**src/rtl/ws2812_pkg.sv**
```systemverilog
// Shared types and constants for the WS2812 framed-command parser.
package ws2812_pkg;

  typedef enum logic [2:0] {
    ST_IDLE,
    ST_CMD,
    ST_LEN_H,
    ST_LEN_L,
    ST_PAYLOAD,
    ST_CSUM
  } state_e;

  localparam logic [7:0] CMD_PIXEL     = 8'h01;
  localparam logic [7:0] CMD_CONFIG    = 8'h02;

  localparam logic [1:0] ERR_CSUM      = 2'd0;
  localparam logic [1:0] ERR_HDR       = 2'd1;
  localparam logic [1:0] ERR_OVF       = 2'd2;
  localparam logic [1:0] ERR_TIMEOUT   = 2'd3;

  localparam logic [7:0] SYNC_BYTE_DEF = 8'hA5;

  // Pixel payload length in bytes: 3*n via shift-and-add.
  function automatic logic [13:0] times3(input logic [11:0] n);
    return {2'b00, n} + {1'b0, n, 1'b0};
  endfunction

endpackage

```
**src/rtl/ws2812_rx_timeout.sv**
```systemverilog
// Inter-byte timeout: counter cleared by clr or while disabled, pulses tc at terminal count.
module ws2812_rx_timeout #(
  parameter int unsigned TIMEOUT_CLKS = 20000
) (
  input  logic clk,
  input  logic rst,
  input  logic en,
  input  logic clr,
  output logic tc
);

  localparam int unsigned    CW   = $clog2(TIMEOUT_CLKS);
  localparam logic [CW-1:0]  TERM = CW'(TIMEOUT_CLKS - 1);

  logic [CW-1:0] cnt_q, cnt_d;

  always_comb begin
    cnt_d = cnt_q;
    if (clr || !en) begin
      cnt_d = '0;
    end else if (cnt_q != TERM) begin
      cnt_d = cnt_q + CW'(1);
    end
  end

  always_ff @(posedge clk or posedge rst) begin
    if (rst) begin
      cnt_q <= '0;
    end else begin
      cnt_q <= cnt_d;
    end
  end

  // A byte in the terminal cycle wins over the timeout.
  assign tc = en && !clr && (cnt_q == TERM);

endmodule

```
**src/rtl/ws2812_frame_parser.sv**
```systemverilog
// Validates SYNC/CMD/LEN/payload/CSUM frames from the UART, forwards pixel bytes
// to the write FIFO and owns the runtime num_leds register.
module ws2812_frame_parser
  import ws2812_pkg::*;
#(
  parameter logic [7:0]  SYNC_BYTE    = SYNC_BYTE_DEF,
  parameter logic [11:0] NUM_LEDS_RST = 12'd88,
  parameter int unsigned TIMEOUT_CLKS = 20000
) (
  input  logic        clk,
  input  logic        rst,
  input  logic        rx_dv,
  input  logic [7:0]  rx_byte,
  input  logic        fifo_full,
  output logic        fifo_wr_en,
  output logic [7:0]  fifo_wdata,
  output logic [11:0] num_leds,
  output logic        frame_done,
  output logic        frame_err,
  output logic [1:0]  err_code,
  output logic        busy
);

  state_e state_q, state_d;

  logic        is_cfg_q, is_cfg_d;
  logic [7:0]  len_h_q, len_h_d;
  logic [7:0]  csum_q, csum_d;
  logic [13:0] pay_cnt_q, pay_cnt_d;
  logic [11:0] cfg_leds_q, cfg_leds_d;
  logic [11:0] num_leds_q, num_leds_d;
  logic        wr_en_q, wr_en_d;
  logic [7:0]  wdata_q, wdata_d;
  logic        done_q, done_d;
  logic        err_q, err_d;
  logic [1:0]  err_code_q, err_code_d;
  logic        busy_q, busy_d;

  logic [15:0] len;
  logic        cmd_ok, pix_len_ok, cfg_len_ok, len_ok;
  logic        timeout_tc;

  assign len        = {len_h_q, rx_byte};
  assign cmd_ok     = (rx_byte == CMD_PIXEL) || (rx_byte == CMD_CONFIG);
  assign pix_len_ok = (len != '0) && (len <= {4'h0, num_leds_q});
  assign cfg_len_ok = (len != '0) && (len[15:12] == 4'h0);
  assign len_ok     = is_cfg_q ? cfg_len_ok : pix_len_ok;

  ws2812_rx_timeout #(
    .TIMEOUT_CLKS (TIMEOUT_CLKS)
  ) u_timeout (
    .clk (clk),
    .rst (rst),
    .en  (state_q != ST_IDLE),
    .clr (rx_dv),
    .tc  (timeout_tc)
  );

  always_ff @(posedge clk or posedge rst) begin
    if (rst) begin
      state_q <= ST_IDLE;
    end else begin
      state_q <= state_d;
    end
  end

  always_comb begin
    state_d = state_q;
    if (rx_dv) begin
      case (state_q)
        ST_IDLE:    if (rx_byte == SYNC_BYTE) state_d = ST_CMD;
        ST_CMD:     state_d = cmd_ok ? ST_LEN_H : ST_IDLE;
        ST_LEN_H:   state_d = ST_LEN_L;
        ST_LEN_L: begin
          if (!len_ok)       state_d = ST_IDLE;
          else if (is_cfg_q) state_d = ST_CSUM;
          else               state_d = ST_PAYLOAD;
        end
        ST_PAYLOAD: begin
          if (fifo_full)              state_d = ST_IDLE;
          else if (pay_cnt_q == 14'd1) state_d = ST_CSUM;
        end
        ST_CSUM:    state_d = ST_IDLE;
        default:    state_d = ST_IDLE;
      endcase
    end else if (timeout_tc) begin
      state_d = ST_IDLE;
    end
  end

  always_comb begin
    is_cfg_d   = is_cfg_q;
    len_h_d    = len_h_q;
    csum_d     = csum_q;
    pay_cnt_d  = pay_cnt_q;
    cfg_leds_d = cfg_leds_q;
    num_leds_d = num_leds_q;
    wr_en_d    = 1'b0;
    wdata_d    = wdata_q;
    done_d     = 1'b0;
    err_d      = 1'b0;
    err_code_d = err_code_q;
    if (rx_dv) begin
      case (state_q)
        ST_CMD: begin
          if (cmd_ok) begin
            is_cfg_d = (rx_byte == CMD_CONFIG);
            csum_d   = rx_byte;
          end else begin
            err_d      = 1'b1;
            err_code_d = ERR_HDR;
          end
        end
        ST_LEN_H: begin
          len_h_d = rx_byte;
          csum_d  = csum_q ^ rx_byte;
        end
        ST_LEN_L: begin
          csum_d     = csum_q ^ rx_byte;
          cfg_leds_d = len[11:0];
          pay_cnt_d  = times3(len[11:0]);
          if (!len_ok) begin
            err_d      = 1'b1;
            err_code_d = ERR_HDR;
          end
        end
        ST_PAYLOAD: begin
          if (fifo_full) begin
            err_d      = 1'b1;
            err_code_d = ERR_OVF;
          end else begin
            wr_en_d   = 1'b1;
            wdata_d   = rx_byte;
            csum_d    = csum_q ^ rx_byte;
            pay_cnt_d = pay_cnt_q - 14'd1;
          end
        end
        ST_CSUM: begin
          if (rx_byte == csum_q) begin
            done_d = 1'b1;
            if (is_cfg_q) num_leds_d = cfg_leds_q;
          end else begin
            err_d      = 1'b1;
            err_code_d = ERR_CSUM;
          end
        end
        default: ;
      endcase
    end else if (timeout_tc) begin
      err_d      = 1'b1;
      err_code_d = ERR_TIMEOUT;
    end
    busy_d = (state_d != ST_IDLE);
  end

  always_ff @(posedge clk or posedge rst) begin
    if (rst) begin
      is_cfg_q   <= 1'b0;
      len_h_q    <= '0;
      csum_q     <= '0;
      pay_cnt_q  <= '0;
      cfg_leds_q <= '0;
      num_leds_q <= NUM_LEDS_RST;
      wr_en_q    <= 1'b0;
      wdata_q    <= '0;
      done_q     <= 1'b0;
      err_q      <= 1'b0;
      err_code_q <= '0;
      busy_q     <= 1'b0;
    end else begin
      is_cfg_q   <= is_cfg_d;
      len_h_q    <= len_h_d;
      csum_q     <= csum_d;
      pay_cnt_q  <= pay_cnt_d;
      cfg_leds_q <= cfg_leds_d;
      num_leds_q <= num_leds_d;
      wr_en_q    <= wr_en_d;
      wdata_q    <= wdata_d;
      done_q     <= done_d;
      err_q      <= err_d;
      err_code_q <= err_code_d;
      busy_q     <= busy_d;
    end
  end

  assign fifo_wr_en = wr_en_q;
  assign fifo_wdata = wdata_q;
  assign num_leds   = num_leds_q;
  assign frame_done = done_q;
  assign frame_err  = err_q;
  assign err_code   = err_code_q;
  assign busy       = busy_q;

endmodule

```
**config.mk**
```make
export PLATFORM = sky130hd
export DESIGN_NAME = ws2812_frame_parser
export DESIGN_NICKNAME = d
export VERILOG_FILES = /design/src/rtl/ws2812_pkg.sv /design/src/rtl/ws2812_rx_timeout.sv /design/src/rtl/ws2812_frame_parser.sv
export SDC_FILE = /design/constraint.sdc
export NUM_CORES = 1
export LEC_CHECK = 0
export BUFFER_PORTS_ARGS = -buffer_cell sky130_fd_sc_hd__buf_2
export CELL_PAD_IN_SITES_DETAIL_PLACEMENT = 1
export CELL_PAD_IN_SITES_GLOBAL_PLACEMENT = 1
export CORE_MARGIN = 4
export CORE_UTILIZATION = 51
export CTS_CLUSTER_DIAMETER = 80
export DETAILED_ROUTE_END_ITERATION = 7
export PLACE_DENSITY = 0.91
export SLEW_MARGIN = 15
export SYNTH_ARGS = -nofsm -noshare
export SYNTH_HDL_FRONTEND = slang
export SYNTH_SLANG_ARGS = --single-unit
export TNS_END_PERCENT = 20
```
**constraint.sdc**
```tcl
create_clock -name clk -period 5.35 [get_ports clk]
set_input_delay 1.3375 -clock clk [delete_from_list [all_inputs] [get_ports clk]]
set_output_delay 1.3375 -clock clk [all_outputs]
set_load 0.1 [all_outputs]
```
==> results of run 1 <==
## layer usage
metal	up-vias	share of wire, %	GRT usage [%]
li1	1945	-	-
met1	2220	41	34.16
met2	149	53	48.83
met3	28	4.0	3.672
met4	0	2.3	9.224
met5	-	0	0
## synth_stat cells (all sizes together) (5+ instances only)
master   n  area (um2)
ha      39       488.0
inv     34       127.6
o22ai    9       56.30
dfrtp   84        2102
nor3    17       106.4
xnor2    9       78.83
clkbuf  11       41.29
mux2    18       202.7
xor2    17       148.9
nor2    33       128.9
nand3   19       95.09
nor4     7       43.79
a21oi   30       150.1
buf      5       31.28
nand2   64       240.2
and3     5       31.28
o21ai   68       340.3
nand4    8       50.05
## registers in the layout, summed over array words and instances, names as in the netlist
name	flops
u_timeout.cnt_q	15
pay_cnt_q	14
cfg_leds_q	12
num_leds	12
csum_q	8
fifo_wdata	8
len_h_q	8
state_q	3
err_code	2
busy	1
fifo_wr_en	1
frame_done	1
frame_err	1
is_cfg_q	1
## per-stage QoR
step / hold WS, ns / cell area (um2) / utilization (%)
after floorplan: 0.4419 / 4981 / -
after global placement: 0.4605 / 5279 / 56.33
after global routing: 0.5108 / 5514 / 58.84
after CTS: 0.4915 / 5509 / 58.79
final: 0.4899 / 5514 / 58.84
after detailed placement: 0.4741 / 5279 / 56.33
## where the power goes
part           switching, uW  internal [uW]  leakage, uW
Sequential              45.5            696      0.00115
Combinational            232           97.9      0.00128
Clock                    262            278     0.000109
Total                    540           1070      0.00255
## cell type report
| class | instances | area (um2) |
|---|---|---|
| clock buffers | 10 | 137.6 |
| clock inverters | 6 | 92.59 |
| fillers | 1108 | 3857 |
| inverters | 34 | 128.9 |
| multi-input cells | 396 | 2605 |
| flip-flops and latches | 87 | 2181 |
| well taps | 129 | 161.4 |
| repair buffers | 40 | 207.7 |
## cell families after synthesis
family | synth area share [%]
xor+xnor | 4.572
buf+inv | 4.019
compound gates | 15.93
mux | 4.069
flops | 43.78
fa+ha+maj | 10.20
simple gates | 17.43
## worst paths after layout
path,endpoint,slack (ns)
min reg2reg,pay_cnt_q[13],0.49
min,pay_cnt_q[13],0.49
max reg2reg,err_code[0],2.38
min in group asynchronous,num_leds[7],1.13
max in group asynchronous,u_timeout.cnt_q[13],3.19
max,pay_cnt_q[11],1.90
==> results.cfg, run 1 <==
[run_status]
outcome = finished, final reports clean

[worst_setup_path]
endpoint_kind = register
cpMaxStageDelayCell = ha_1
required_ns = 5.63
slowest_delay_ns = 0.39
critPathArrivalTime_ns = 3.73
crit_cells = 10
crit_fanout = 7
cp_top_family = compound AO/OA/AOI/OAI gates
crit_chain = buf_2 -> inv_1 -> ha_1 -> nor2b_1 -> o21ai_0 -> a21boi_0 -> o21bai_1 -> a21oi_1 -> a31o_2 -> nor3_1
r2r_start = state_q[0]
path_buf_inv = 2
cp-start-kind = input pin
path_class = input pin to register
reg2reg_depth = 7
cp-startpoint = rx_byte[2]

[synthesis]
yosysWarnings = 0
synth_edf_count = 0
synthDistinctLibCells = 57
syn_area_um2 = 4981
ys_seq_area_share_pct = 43.78
ys_seq_elements = 87
syn_area_per_cell_um2 = 9.345
postSynth.asyncResetShare_pct = 100.0
syn_nets = 585
netlist_instances = 533
synthFlopType = dfrtp_1

[placement]
pre_cts_ws_ns = 1.606
io_buffers = 37
dpl.hpwl_um = 10530
gp_congestion = 0.8504
dp_cells = 686

[timing]
grt_setup_unrepaired = false
worst_pin_slew_ns = 1.140
max_slew_margin_pct = 23.73
fmaxAchievable_mhz = 289.7
slew_violations = 0
hold_viol = 0
final.setup.tns_ns = 0
setup_viol = 0
skew_ns = 0.01484
finalWorstSetupSlack_ns = 1.898
min_period_ns = 3.452
period_share_pct = 64.52

[route]
wl_per_cell_um = 21.27
ant_nets = 0
drc = 0
vias = 4342
viasPerCell = 6.185
drt_iter0_drc = 307
dr.pass1.iters = 5
wl_um = 14930

[hold_path]
min_path_cells = 1
hold_path.class = register to register
min-delay-start = pay_cnt_q[13]

[cts]
cts.sinks = 87
htree_levels = 3
post_cts.repair.setup_buffers = 0
cts_max_path_buffers = 2
clkTransAtPathRegs_ns = 0.09
hold_buffers = 0
clock_latency_ns = 0.37
cts_tree = done
tritoncts.num_buffers = 9
cts-root-buf = clkbuf_8
cts_resized = 0

[global_routing]
grt_pass1_vias = 4718
grt_max_degree = 51
grt-ovfl-total = 0
grt_first_pass_wirelength_um = 24560
antenna_found_initial = 0
track_usage_pct = 27.40

[final_layout]
mostFrequentLayoutCells = 84 x dfrtp_1, 67 x o21ai_0, 64 x nand2_1
final_common_cell = dfrtp_1
drive_gt1_share_pct = 16.06
final_cell_count_no_fill = 702
synthToLayoutAreaGrowth_pct = 10.70
nNetsFinal = 620
num_antenna_cells = 0

[die]
core_um2 = 9371
die_area_um2 = 11410
die_width_um = 106.8
rows = 35
start_util_pct = 53.15
io_pins = 38
die_h_um = 106.8

[pwr]
finalPower_uw = 1612
powerDensity_nw_per_um2 = 292.4
vdd.ir_drop.worst_mv = 0.1584
p_leak_uw = 0.002547

[job]
drv_cap = 0
No activity file was read; power rests on OpenSTA's default activity.
==> inputs of run 2 (changes only) <==
--- a/config.mk
+++ b/config.mk
@@ -9,10 +9,10 @@
 export CELL_PAD_IN_SITES_DETAIL_PLACEMENT = 1
 export CELL_PAD_IN_SITES_GLOBAL_PLACEMENT = 1
 export CORE_MARGIN = 4
-export CORE_UTILIZATION = 51
+export CORE_UTILIZATION = 42
 export CTS_CLUSTER_DIAMETER = 80
 export DETAILED_ROUTE_END_ITERATION = 7
-export PLACE_DENSITY = 0.91
+export PLACE_DENSITY = 0.81
 export SLEW_MARGIN = 15
 export SYNTH_ARGS = -nofsm -noshare
 export SYNTH_HDL_FRONTEND = slang
==> constraint.sdc (replaced) <==
create_clock -name clk -period 2.9 [get_ports clk]
set_input_delay 0.725 -clock clk [delete_from_list [all_inputs] [get_ports clk]]
set_output_delay 0.725 -clock clk [all_outputs]
set_load 0.1 [all_outputs]
==> results.cfg, run 2 (same netlist as run 1, synthesis figures left out) <==
[pwr]
vdd.ir_drop.worst_mv = 0.4745
power_frac_seq_pct = 41.6
powerDensity_nw_per_um2 = 561.2
p_clk_share_pct = 39.4
p_sw_share_pct = 30.96
power_frac_comb_pct = 19.0
p_leak_uw = 0.002725
p_int_uw = 2265
switching_power_uw = 1016

[final_layout]
ff_latch_area_um2 = 2181
mostFrequentLayoutCells = 84 x dfrtp_1, 67 x o21ai_0, 64 x nand2_1
nNetsFinal = 647
reg_top3 = u_timeout.cnt_q (15), pay_cnt_q (14)
fill_cells = 1355
final_common_cell = dfrtp_1
regMostFlops = u_timeout.cnt_q
final_cell_count_no_fill = 743
num_antenna_cells = 0
drive_gt1_share_pct = 19.67
synthToLayoutAreaGrowth_pct = 17.38
largest_register_ffs = 15
multi_input_area_um2 = 2600
utilization_pct = 50.77

[timing]
hold_ws_ns = 0.4727
period_share_pct = 90.97
grt_setup_unrepaired = false
slew_violations = 0
fmaxAchievable_mhz = 379.1
skew_ns = 0.01155
worst_pin_slew_ns = 0.7135
hold_viol = 0
min_period_ns = 2.638
setup_viol = 0
max_slew_margin_pct = 52.34

[worst_setup_path]
cp_common_cell = o21ai_0
path_buf_inv = 2
critPathArrivalTime_ns = 2.86
cpMaxStageDelayCell = or3b_2
path_class = input pin to register
cp_top_family = compound AO/OA/AOI/OAI gates
required_ns = 3.12
cp-start-kind = input pin
slowest_delay_ns = 0.46
endpoint_kind = register
crit_chain = buf_2 -> ha_1 -> inv_1 -> fa_1 -> nor2b_1 -> o21ai_0 -> a21boi_0 -> o21ai_0 -> or3b_2 -> nand3_1 -> o311ai_0
crit_fanout = 6

[route]
wl_per_cell_um = 19.15
viasPerCell = 5.670
drc = 0
wl_um = 14230
drt_iter0_drc = 240
vias = 4213
ant_nets = 0
dr.pass1.iters = 4

[cts]
clock_latency_ns = 0.36
tritoncts.num_buffers = 9
htree_levels = 3
post_cts.repair.setup_buffers = 0
cts-root-buf = clkbuf_16
cts.sinks = 87
clkTransAtPathRegs_ns = 0.07
hold_buffers = 0
cts_max_path_buffers = 2
cts_resized = 0
cts_tree = done

[hold_path]
hold_path.class = register to register

[global_routing]
antenna_found_initial = 0
grt-ovfl-total = 0
grt_pass1_vias = 4546
grt_max_degree = 37
grt_first_pass_wirelength_um = 23640
track_usage_pct = 22.43

[job]
drv_cap = 0

[placement]
dp_cells = 727
gp_congestion = 0.9103
io_buffers = 37
dpl.hpwl_um = 10670

[die]
core_um2 = 11520
io_pins = 38
start_util_pct = 43.25
die_h_um = 116.9
rows = 39
die_width_um = 116.9
die_area_um2 = 13670

[run_status]
outcome = finished, final reports clean
run 2: cell types whose count changed in the layout (fill, tap and decap cells not counted), sizes merged:
cell | previous run | this run
inv | 34 | 33
buf | 40 | 67
clkinv | 2 | 3
run 2: power by group through the flow:
stage | combinational [uW] | sequential [uW] | clock (uW)
floorplan | 300 | 1510 | 0
global placement | 588 | 1380 | 0
detailed placement | 614 | 1380 | 0
CTS | 623 | 1360 | 1310
global route | 684 | 1380 | 1370
finish | 624 | 1370 | 1290
run 2: per-stage QoR:
stage / worst slack (ns) / TNS [ns] / area, um2 / total power [uW]
final: 0.2619 / 0 / 5847 / 3281
after global routing: 0.1835 / 0 / 5847 / 3431
after CTS: 0.3040 / 0 / 5847 / 3299
after detailed placement: -0.04892 / -0.06226 / 5514 / 1999
after global placement: 0.09217 / 0 / 5514 / 1969
after floorplan: 0.2125 / 0 / 4985 / 1810
run 2: layout make-up:
class	count	area share, %
Clock buffer	10	4.087
Clock inverter	6	1.605
Inverter	34	2.247
Multi-Input combinational cell	396	44.47
Sequential cell	87	37.30
Tap cell	143	3.060
Timing Repair Buffer	67	7.233
run 2: final timing paths:
check	startpoint	to	slack, ns	depth (start not counted)
max	rx_byte[0]	pay_cnt_q[9]	0.26	11
min	fifo_wdata[1]	fifo_wdata[1]	0.47	2
max reg2reg	num_leds[3]	err_code[0]	0.34	9
min reg2reg	fifo_wdata[1]	fifo_wdata[1]	0.47	2
max in group asynchronous	rst	u_timeout.cnt_q[3]	1.68	3
min in group asynchronous	rst	u_timeout.cnt_q[10]	0.48	2
run 2: worst reg2reg max path, delay by kind of cell (launching register included):
family	cells	cell delay (ns)
and+or+nand+nor	2	0.16
AOI/OAI and AO/OA	3	0.88
buffers and inverters	2	0.25
muxes	1	0.34
DFF	1	0.54
adders and majority gates	1	0.28
run 2: layer usage:
layer  part of all wire (%)  global-route usage [%]  vias to the layer above
li1                       -                       -                     2003
met1                     44                   29.29                     2094
met2                     50                   37.88                       91
met3                    4.4                   5.141                       25
met4                    1.7                   5.505                        0
met5                      0                       0                        -
==> inputs of run 3 (changes only) <==
--- a/config.mk
+++ b/config.mk
@@ -8,6 +8,7 @@
 export BUFFER_PORTS_ARGS = -buffer_cell sky130_fd_sc_hd__buf_2
 export CELL_PAD_IN_SITES_DETAIL_PLACEMENT = 1
 export CELL_PAD_IN_SITES_GLOBAL_PLACEMENT = 1
+export CORE_ASPECT_RATIO = 0.9
 export CORE_MARGIN = 4
 export CORE_UTILIZATION = 42
 export CTS_CLUSTER_DIAMETER = 80
==> results.cfg, run 3 (same netlist as run 1, synthesis figures left out) <==
[run_status]
outcome = finished, final reports clean

[route]
wl_per_cell_um = 18.83
ant_nets = 0
vias = 4157
dr.pass1.iters = 5
drc = 0
drt_iter0_drc = 217
viasPerCell = 5.528
wl_um = 14160

[final_layout]
final_common_cell = dfrtp_1
mostFrequentLayoutCells = 84 x dfrtp_1, 67 x o21ai_0, 64 x nand2_1
reg_top3 = u_timeout.cnt_q (15), pay_cnt_q (14)
fill_cells = 1335
drive_gt1_share_pct = 18.96
regMostFlops = u_timeout.cnt_q
synthToLayoutAreaGrowth_pct = 17.11
num_antenna_cells = 0
largest_register_ffs = 15
utilization_pct = 50.60
nNetsFinal = 643

[die]
rows = 37
die_area_um2 = 13670
io_pins = 38
die_width_um = 122.8
start_util_pct = 43.21
core_um2 = 11530
die_h_um = 111.3

[worst_setup_path]
r2r_slack_ns = 0.48
slowest_delay_ns = 0.46
cpMaxStageDelayCell = or3b_2
cp_common_cell = o21a_1
critPathArrivalTime_ns = 2.74
path_class = input pin to register
cp-start-kind = input pin
crit_fanout = 6
cp_top_family = compound AO/OA/AOI/OAI gates
path_buf_inv = 2
required_ns = 3.10
endpoint_kind = register
crit_chain = buf_2 -> inv_1 -> ha_1 -> o21a_1 -> o21a_1 -> a21boi_0 -> o21ai_0 -> or3b_2 -> nand3_1 -> o311ai_0

[timing]
max_slew_margin_pct = 38.25
period_share_pct = 87.48
skew_ns = 0.008044
fmaxAchievable_mhz = 394.2
grt_setup_unrepaired = false
slew_violations = 0
setup_viol = 0
final.setup.tns_ns = 0
min_period_ns = 2.537
worst_pin_slew_ns = 0.9243
hold_viol = 0

[placement]
io_buffers = 37
dpl.hpwl_um = 10580
gp_congestion = 0.9252

[cts]
htree_levels = 3
clkTransAtPathRegs_ns = 0.06
cts_max_path_buffers = 2
cts-root-buf = clkbuf_16
clock_latency_ns = 0.35
cts.sinks = 87
cts_resized = 0
post_cts.repair.setup_buffers = 0
cts_tree = done
tritoncts.num_buffers = 9
hold_buffers = 0

[global_routing]
grt_max_degree = 41
gr-usage-met3_pct = 5.255
grt-busiest-layer = met2
grt-ovfl-total = 0
grt_first_pass_wirelength_um = 23970
use_met1_pct = 30.14
antenna_found_initial = 0
met2_usage_pct = 36.03
track_usage_pct = 22.28
grt_pass1_vias = 4549

[pwr]
p_clk_share_pct = 39.8
p_leak_uw = 0.002708
vdd.ir_drop.worst_mv = 0.4869
switching_power_uw = 996.0
p_int_uw = 2287
power_frac_seq_pct = 41.7
p_sw_share_pct = 30.34
power_frac_comb_pct = 18.6
powerDensity_nw_per_um2 = 562.8

[job]
drv_cap = 0

[hold_path]
hold_path.class = register to register
[run 3: cell types whose count changed in the layout (fill, tap and decap cells not counted)]
cell      before  now
buf_4         29   25
clkbuf_1       0    1
clkbuf_8       1    2
clkinv_4       3    0
inv_6          0    1
[run 3: cell type report]
type	count	area (um2)	share of cell area [%]
Timing Repair Buffer	63	392.9	6.735
Clock buffer	12	256.5	4.397
Clock inverter	4	76.32	1.308
Inverter	34	131.4	2.252
Sequential cell	87	2181	37.39
Multi-Input combinational cell	396	2600	44.57
Tap cell	156	195.2	3.346
[run 3: power by group through the flow]
| stage | logic (uW) | registers [uW] | clock network, uW |
|---|---|---|---|
| 6_report | 610 | 1370 | 1310 |
| 5_1_grt | 673 | 1380 | 1390 |
| 4_1_cts | 612 | 1370 | 1330 |
| 3_5_place_dp | 607 | 1390 | 0 |
| 3_3_place_gp | 584 | 1380 | 0 |
| 2_1_floorplan | 300 | 1510 | 0 |
[run 3: path summary, 6_finish.rpt]
path	from	endpoint	cells past startpoint
hold reg to reg	cfg_leds_q[5]	cfg_leds_q[5]	2
hold / removal	cfg_leds_q[5]	cfg_leds_q[5]	2
min in group asynchronous	rst	busy	2
setup reg to reg	state_q[2]	err_code[0]	7
setup / recovery	rx_byte[4]	pay_cnt_q[9]	10
max in group asynchronous	rst	u_timeout.cnt_q[13]	3
[run 3: metal layers]
| metal | up-vias | part of all wire, % |
|---|---|---|
| met5 | - | 0 |
| li1 | 1986 | - |
| met3 | 15 | 3.6 |
| met4 | 0 | 1.4 |
| met2 | 78 | 49 |
| met1 | 2078 | 46 |
[run 3: worst register-to-register path, stage by stage, from the launching register on]
cell,delay (ns)
dfrtp_1,0.47
or3b_2,0.62
nor2_2,0.23
nand2_1,0.29
o21ai_0,0.16
nor2_1,0.08
nand2_1,0.12
mux2_2,0.34
[run 3: through the flow]
stage	worst slack, ns	cell area, um2	power, uW	instances	hold WS, ns
2_1_floorplan	0.2125	4985	1810	533	0.4419
3_3_place_gp	0.1252	5500	1965	736	0.4591
3_5_place_dp	0.002276	5500	1995	736	0.4695
4_1_cts	0.3682	5833	3306	752	0.4876
5_1_grt	0.1316	5833	3437	752	0.5125
6_report	0.3630	5833	3283	752	0.4845
